File: config.mk
export PLATFORM = sky130hd
export DESIGN_NAME = regfile_mp_flat
export DESIGN_NICKNAME = d
export VERILOG_FILES = /design/src/rtl/regfile_mp_if.sv /design/src/rtl/regfile_mp.sv /design/src/flat_wrapper.sv
export SDC_FILE = /design/constraint.sdc
export NUM_CORES = 2
export LEC_CHECK = 0
export CORE_UTILIZATION = 52
export CTS_CLUSTER_DIAMETER = 40
export DETAILED_ROUTE_END_ITERATION = 16
export PLACE_DENSITY = 0.66
export SLEW_MARGIN = 20
export SYNTH_ARGS = -nofsm -noshare
export SYNTH_HDL_FRONTEND = slang
export SYNTH_SLANG_ARGS = --single-unit
File: constraint.sdc
create_clock -name clk -period 5 [get_ports clk]
set_clock_uncertainty 0.15 [all_clocks]
set_input_delay 1 -clock clk [delete_from_list [all_inputs] [get_ports clk]]
set_output_delay 1 -clock clk [all_outputs]
set_load 0.005 [all_outputs]
File: src/rtl/regfile_mp_if.sv
// Write/read/clear signal bundle for the multi-port register file.
interface regfile_mp_if #(
  parameter int unsigned DW  = 32,
  parameter int unsigned AW  = 5,
  parameter int unsigned NRD = 2
);
  logic              clr_req;
  logic              busy;
  logic              wen0;
  logic [AW-1:0]     wraddr0;
  logic [DW-1:0]     wrdata0;
  logic              wen1;
  logic [AW-1:0]     wraddr1;
  logic [DW-1:0]     wrdata1;
  logic [NRD*AW-1:0] rdaddr;
  logic [NRD*DW-1:0] rddata;

  modport master (
    output clr_req, wen0, wraddr0, wrdata0, wen1, wraddr1, wrdata1, rdaddr,
    input  busy, rddata
  );

  modport slave (
    input  clr_req, wen0, wraddr0, wrdata0, wen1, wraddr1, wrdata1, rdaddr,
    output busy, rddata
  );
endinterface

File: src/rtl/regfile_mp.sv
// Multi-port register file: two write ports (port 1 has priority), NRD
// registered read ports with write-to-read bypass, optional hardwired-zero
// entry 0, and a clear sequencer that zeroes storage after reset or on
// request so the array itself carries no reset.
module regfile_mp #(
  parameter int unsigned DW       = 32,
  parameter int unsigned DEPTH    = 32,
  parameter int unsigned AW       = 5,
  parameter int unsigned NRD      = 2,
  parameter int unsigned ZERO_REG = 1
) (
  input  logic        clk,
  input  logic        rst_n,
  regfile_mp_if.slave bus
);

  typedef enum logic {
    CLEAR = 1'b0,
    RUN   = 1'b1
  } state_t;

  state_t            state_q, state_d;
  logic [AW-1:0]     cnt_q, cnt_d;
  logic [DW-1:0]     mem_q [DEPTH];
  logic [NRD*DW-1:0] rddata_q, rddata_d;
  logic [AW-1:0]     ra;
  logic              we0, we1;

  // Write qualification: only in RUN, and entry 0 is read-only when hardwired
  always_comb begin
    we0 = (state_q == RUN) && bus.wen0 && !((ZERO_REG != 0) && (bus.wraddr0 == '0));
    we1 = (state_q == RUN) && bus.wen1 && !((ZERO_REG != 0) && (bus.wraddr1 == '0));
  end

  // Clear sequencer next state: sweep every entry once, then run
  always_comb begin
    state_d = state_q;
    cnt_d   = cnt_q;
    unique case (state_q)
      CLEAR: begin
        cnt_d = cnt_q + 1'b1;
        if (cnt_q == AW'(DEPTH - 1)) begin
          state_d = RUN;
        end
      end
      RUN: begin
        if (bus.clr_req) begin
          state_d = CLEAR;
          cnt_d   = '0;
        end
      end
      default: begin
        state_d = CLEAR;
        cnt_d   = '0;
      end
    endcase
  end

  // Sequencer state and counter registers
  always_ff @(posedge clk or negedge rst_n) begin
    if (!rst_n) begin
      state_q <= CLEAR;
      cnt_q   <= '0;
    end else begin
      state_q <= state_d;
      cnt_q   <= cnt_d;
    end
  end

  // Storage update; port 1 is written last so it wins on an address collision
  always_ff @(posedge clk) begin
    if (state_q == CLEAR) begin
      mem_q[cnt_q] <= '0;
    end else begin
      if (we0) mem_q[bus.wraddr0] <= bus.wrdata0;
      if (we1) mem_q[bus.wraddr1] <= bus.wrdata1;
    end
  end

  // Read mux per port: zero entry, then port-1 bypass, port-0 bypass, storage
  always_comb begin
    rddata_d = '0;
    ra       = '0;
    if (state_q == RUN) begin
      for (int unsigned k = 0; k < NRD; k++) begin
        ra = bus.rdaddr[k*AW +: AW];
        if ((ZERO_REG != 0) && (ra == '0)) begin
          rddata_d[k*DW +: DW] = '0;
        end else if (bus.wen1 && (bus.wraddr1 == ra)) begin
          rddata_d[k*DW +: DW] = bus.wrdata1;
        end else if (bus.wen0 && (bus.wraddr0 == ra)) begin
          rddata_d[k*DW +: DW] = bus.wrdata0;
        end else begin
          rddata_d[k*DW +: DW] = mem_q[ra];
        end
      end
    end
  end

  // Registered read data, cleared asynchronously with the sequencer
  always_ff @(posedge clk or negedge rst_n) begin
    if (!rst_n) begin
      rddata_q <= '0;
    end else begin
      rddata_q <= rddata_d;
    end
  end

  assign bus.busy   = (state_q == CLEAR);
  assign bus.rddata = rddata_q;

endmodule

File: src/flat_wrapper.sv
// flat-port wrapper written by rule: the top's interface ports become plain ports
module regfile_mp_flat 
#(
  parameter int unsigned DW       = 32,
  parameter int unsigned DEPTH    = 32,
  parameter int unsigned AW       = 5,
  parameter int unsigned NRD      = 2,
  parameter int unsigned ZERO_REG = 1
)
  (clk, rst_n, bus_clr_req, bus_wen0, bus_wraddr0, bus_wrdata0, bus_wen1, bus_wraddr1, bus_wrdata1, bus_rdaddr, bus_busy, bus_rddata);
  regfile_mp_if #(.DW(DW), .AW(AW), .NRD(NRD)) bus_i ();
  input  logic clk;
  input  logic rst_n;
  input wire logic [$bits(bus_i.clr_req)-1:0] bus_clr_req;
  input wire logic [$bits(bus_i.wen0)-1:0] bus_wen0;
  input wire logic [$bits(bus_i.wraddr0)-1:0] bus_wraddr0;
  input wire logic [$bits(bus_i.wrdata0)-1:0] bus_wrdata0;
  input wire logic [$bits(bus_i.wen1)-1:0] bus_wen1;
  input wire logic [$bits(bus_i.wraddr1)-1:0] bus_wraddr1;
  input wire logic [$bits(bus_i.wrdata1)-1:0] bus_wrdata1;
  input wire logic [$bits(bus_i.rdaddr)-1:0] bus_rdaddr;
  output wire logic [$bits(bus_i.busy)-1:0] bus_busy;
  output wire logic [$bits(bus_i.rddata)-1:0] bus_rddata;
  assign bus_i.clr_req = bus_clr_req;
  assign bus_i.wen0 = bus_wen0;
  assign bus_i.wraddr0 = bus_wraddr0;
  assign bus_i.wrdata0 = bus_wrdata0;
  assign bus_i.wen1 = bus_wen1;
  assign bus_i.wraddr1 = bus_wraddr1;
  assign bus_i.wrdata1 = bus_wrdata1;
  assign bus_i.rdaddr = bus_rdaddr;
  assign bus_busy = bus_i.busy;
  assign bus_rddata = bus_i.rddata;
  regfile_mp #(.DW(DW), .DEPTH(DEPTH), .AW(AW), .NRD(NRD), .ZERO_REG(ZERO_REG)) u_core (.clk(clk), .rst_n(rst_n), .bus(bus_i));
endmodule
==> summary.md <==
| Metric | Value |
|---|---|
| Cts bufs inserted | 159 |
| Finished Layout Cells | 6705 |
| Register bit total from synthesis | 1094 |
| Max-slew headroom | 0.336 |
| Avg WL per Cell | 31.8 um |
| Clk slew on worst S/H paths | 0.06 ns |
| Row count | 125 |
| Final Max Tran Viols | 0 |
| Setup CP Type | in2reg |
| Crit. End Element | register |
| Fmax | 0.263 GHz |
| IO Pins | between 150 and 200 |
| FF-to-FF path depth | 5 |
| Area delta synth->final | 14.1% |
| Yosys cell types | 51 |
| Pre-CTS WS | between 0.5 and 0.6 ns |
| Gr usage total | 0.356 |
| Crit path time final | 3.80 ns |
| Nets | 5131 |
| Dpl hpwl | 127000 um |
| Yosys warns | 0 |
| Largest net degree at the start of global routing | 79 |
| Die area | 0.120 mm2 |
| Met3 wire len | between 20000 and 30000 um |
| Longest Clk Path Bufs | 3 |
| Min-delay worst type | in2async |
| WHS | 0.131 ns |
| Count of final setup violators | 0 |
| Inst Count DP | around 6400 |
| Global route overflow | 0 |
| Sequential fraction of the synthesis area | 0.529 |
| Clock sinks | 1094 |
| Top cell type by total area after synthesis | edfxtp_1 |
| Peak supply drop | 0.319 mV |
| Total negative setup slack | 0 ns |
| Synth Instances | ~5200 |
| Worst EP required | 5.44 ns |
| Synth async-reset ratio | 0.0640 |
| Max_cap viols | 0 |
| Die Height | around 350 um |
| Final instance area | between 0.07 and 0.08 mm2 |
| Syn Area/Cell | ~12 um2 |
| Proportion of layout cells with a drive suffix above 1 | 0.221 |
| End-of-flow core utilization | 0.601 |
| Post-CTS sizing | 0 |
| RSZ-0062 raised after global routing | false |
| Initial Util | 0.527 |
| Initial antenna violation count | 11 |
| Crit path launch type | input port |
| Total Wirelength | 213000 um |
| Area contributors post-synth | edfxtp_1 (50%), mux4_2 (18%), o21ai_0 (7.8%) |
| Top layer in use | met5 |
| Synth Cell Area | 0.0615 mm2 |
| Worst slew pin tran | roughly 1 ns |
| Core area | 0.117 mm2 |
| Global-route wire length before repair | slightly above 300000 um |
| Number of DRC markers in iteration 0 | 7135 |
| Hold_buf cts | 0 |
| TritonCTS clock tree | done |
| Vias/cell | 6.92 |
| Placer Congestion | between 0.9 and 1 |
| Via count of the first global-routing pass | 45300 |
| DRT met1 WL | 74800 um |
| Critical path arrival | 4.24 ns |
| Insertion delay to the later sink of the worst-skew pair | 0.78 ns |
| CTS root buffer | clkbuf_16 |
| Hold Vio Cnt, Final | 0 |
| Power per Cell Area | between 400 and 500 mW/mm2 |
| IO buf count | 153 |
| Drt drc | 0 |
| Period utilization | 0.760 |
| Initial DRT Pass Iterations | 6 |
| Routed met2 length | 97300 um |
| Top cell type's share of synthesized area | 0.500 |
| Die X-Extent | between 300 and 400 um |
| CP Max Fanout | 32 |
| H-tree depth | 4 |
| Final ANT Viol Nets | 0 |
| Total Power | about 28 mW |
| Top_reg_cell synth | edfxtp_1 |
| Dpl cell area | 0.0648 mm2 |
| Setup bufs post-CTS | 0 |
| Final WS setup | 1.20 ns |
| Status | complete, no violations |
| DR vias | 46400 |
| Leak pwr | 23.2 nW |
| Syn nets | 5257 |
| Post-synth EDFFs | 1024 |
## per-layer routing
layer	global-route usage	up-vias
met5	0	-
met4	0.203	2
met3	0.0876	697
met2	0.544	3623
met1	0.467	22700
li1	-	19300
## cell usage after synthesis (7+ instances only)
cell type  number
a21o_1         31
a22oi_1        67
buf_1          29
buf_2         171
buf_4          17
buf_6          12
clkbuf_1      362
clkbuf_2       63
dfrtp_1        70
edfxtp_1     1024
inv_1          35
mux2_2         32
mux2i_1        64
mux4_1         12
mux4_2        500
nand2_1      1182
nand2_2        25
nand2b_1        8
nand3_1         9
nor2_1         81
nor2_2          8
nor4_1         10
o2111ai_1      32
o21ai_0       955
o21ai_1       103
o21ai_2         7
o21bai_1       13
o221ai_1       31
o22ai_1       118
o2bb2ai_1      34
xnor2_1        13
xor2_1          9
## path summary, 6_finish.rpt
kind	startpoint	end	slack, ns
worst max-delay path	bus_wen0	u_core.mem_q[23][3]$_DFFE_PP_	1.20
worst min-delay path	rst_n	u_core.bus.rddata[53]$_DFF_PN0_	0.13
worst max register to register	u_core.state_q$_DFF_PN0_	u_core.mem_q[23][3]$_DFFE_PP_	1.40
worst min register to register	u_core.cnt_q[0]$_DFFE_PN0P_	u_core.cnt_q[0]$_DFFE_PN0P_	0.42
max in group asynchronous	rst_n	u_core.bus.rddata[22]$_DFF_PN0_	3.48
min in group clk	u_core.cnt_q[0]$_DFFE_PN0P_	u_core.cnt_q[0]$_DFFE_PN0P_	0.42
## registers in the layout, summed over array words and instances, names as in the netlist
name and flops:
u_core.cnt_q 5, u_core.state_q 1, u_core.bus.rddata 64, u_core.mem_q 1024
## critical path, stage by stage
cell and delay (ns):
clkdlybuf4s50_1 0.67, and2_1 0.38, o21a_4 0.63, buf_4 0.43
nand2_1 0.65, o21ai_0 0.45
## cells in the final DEF, fill, tap and decap left out, types with 9 or more instances in the layout
cell type,netlist,layout
nand3_1,9,9
buf_12,0,39
mux4_2,500,500
dfrtp_1,70,70
mux4_1,12,12
clkinv_2,0,26
inv_1,35,35
o22ai_4,0,19
o221ai_1,31,31
nor2_1,81,67
nand2_2,25,26
o21ai_1,103,102
a21o_1,31,31
diode_2,0,11
xor2_1,9,9
mux2i_1,64,64
o2111ai_1,32,32
a22oi_1,67,67
inv_6,0,16
bufinv_16,0,15
o22ai_1,118,99
o21bai_4,0,13
xnor2_1,13,13
o2bb2ai_1,34,34
o21ai_0,955,955
clkinv_4,0,10
mux2_2,32,32
clkinv_1,0,19
clkinvlp_4,0,17
nand2_1,1182,1181
clkbuf_1,362,12
buf_4,17,177
clkdlybuf4s50_1,0,137
clkbuf_16,0,163
nor2_4,0,22
edfxtp_1,1024,1024
## where the power goes
group / switching [mW] / leakage [nW] / internal [mW]
Sequential: 0.479 / 10.5 / 11.4
Clock: 4.48 / 2.58 / 6.82
Combinational: 3.12 / 10.1 / 1.86
## layout make-up
type                            count  area [um2]
Fill cell                        8928       46500
Sequential cell                  1094       32500
Multi-Input combinational cell   3383       26600
Clock buffer                      175        4120
Timing Repair Buffer              367        3620
Tap cell                         1524        1910
Clock inverter                    116        1200
Inverter                           35         131
Antenna cell                       11        27.5
## cells by family after synthesis
logic type | count (synthesis) | share of synthesized area
AOI/OAI and AO/OA | 1401 | 0.128
xor gates and xnor gates | 22 | 0.00313
adders and majority gates | 2 | 0.000407
buffers and inverters | 689 | 0.0493
DFF | 1094 | 0.529
muxes | 608 | 0.205
and+or+nand+nor | 1350 | 0.0859
No activity file was read; power rests on OpenSTA's default activity.
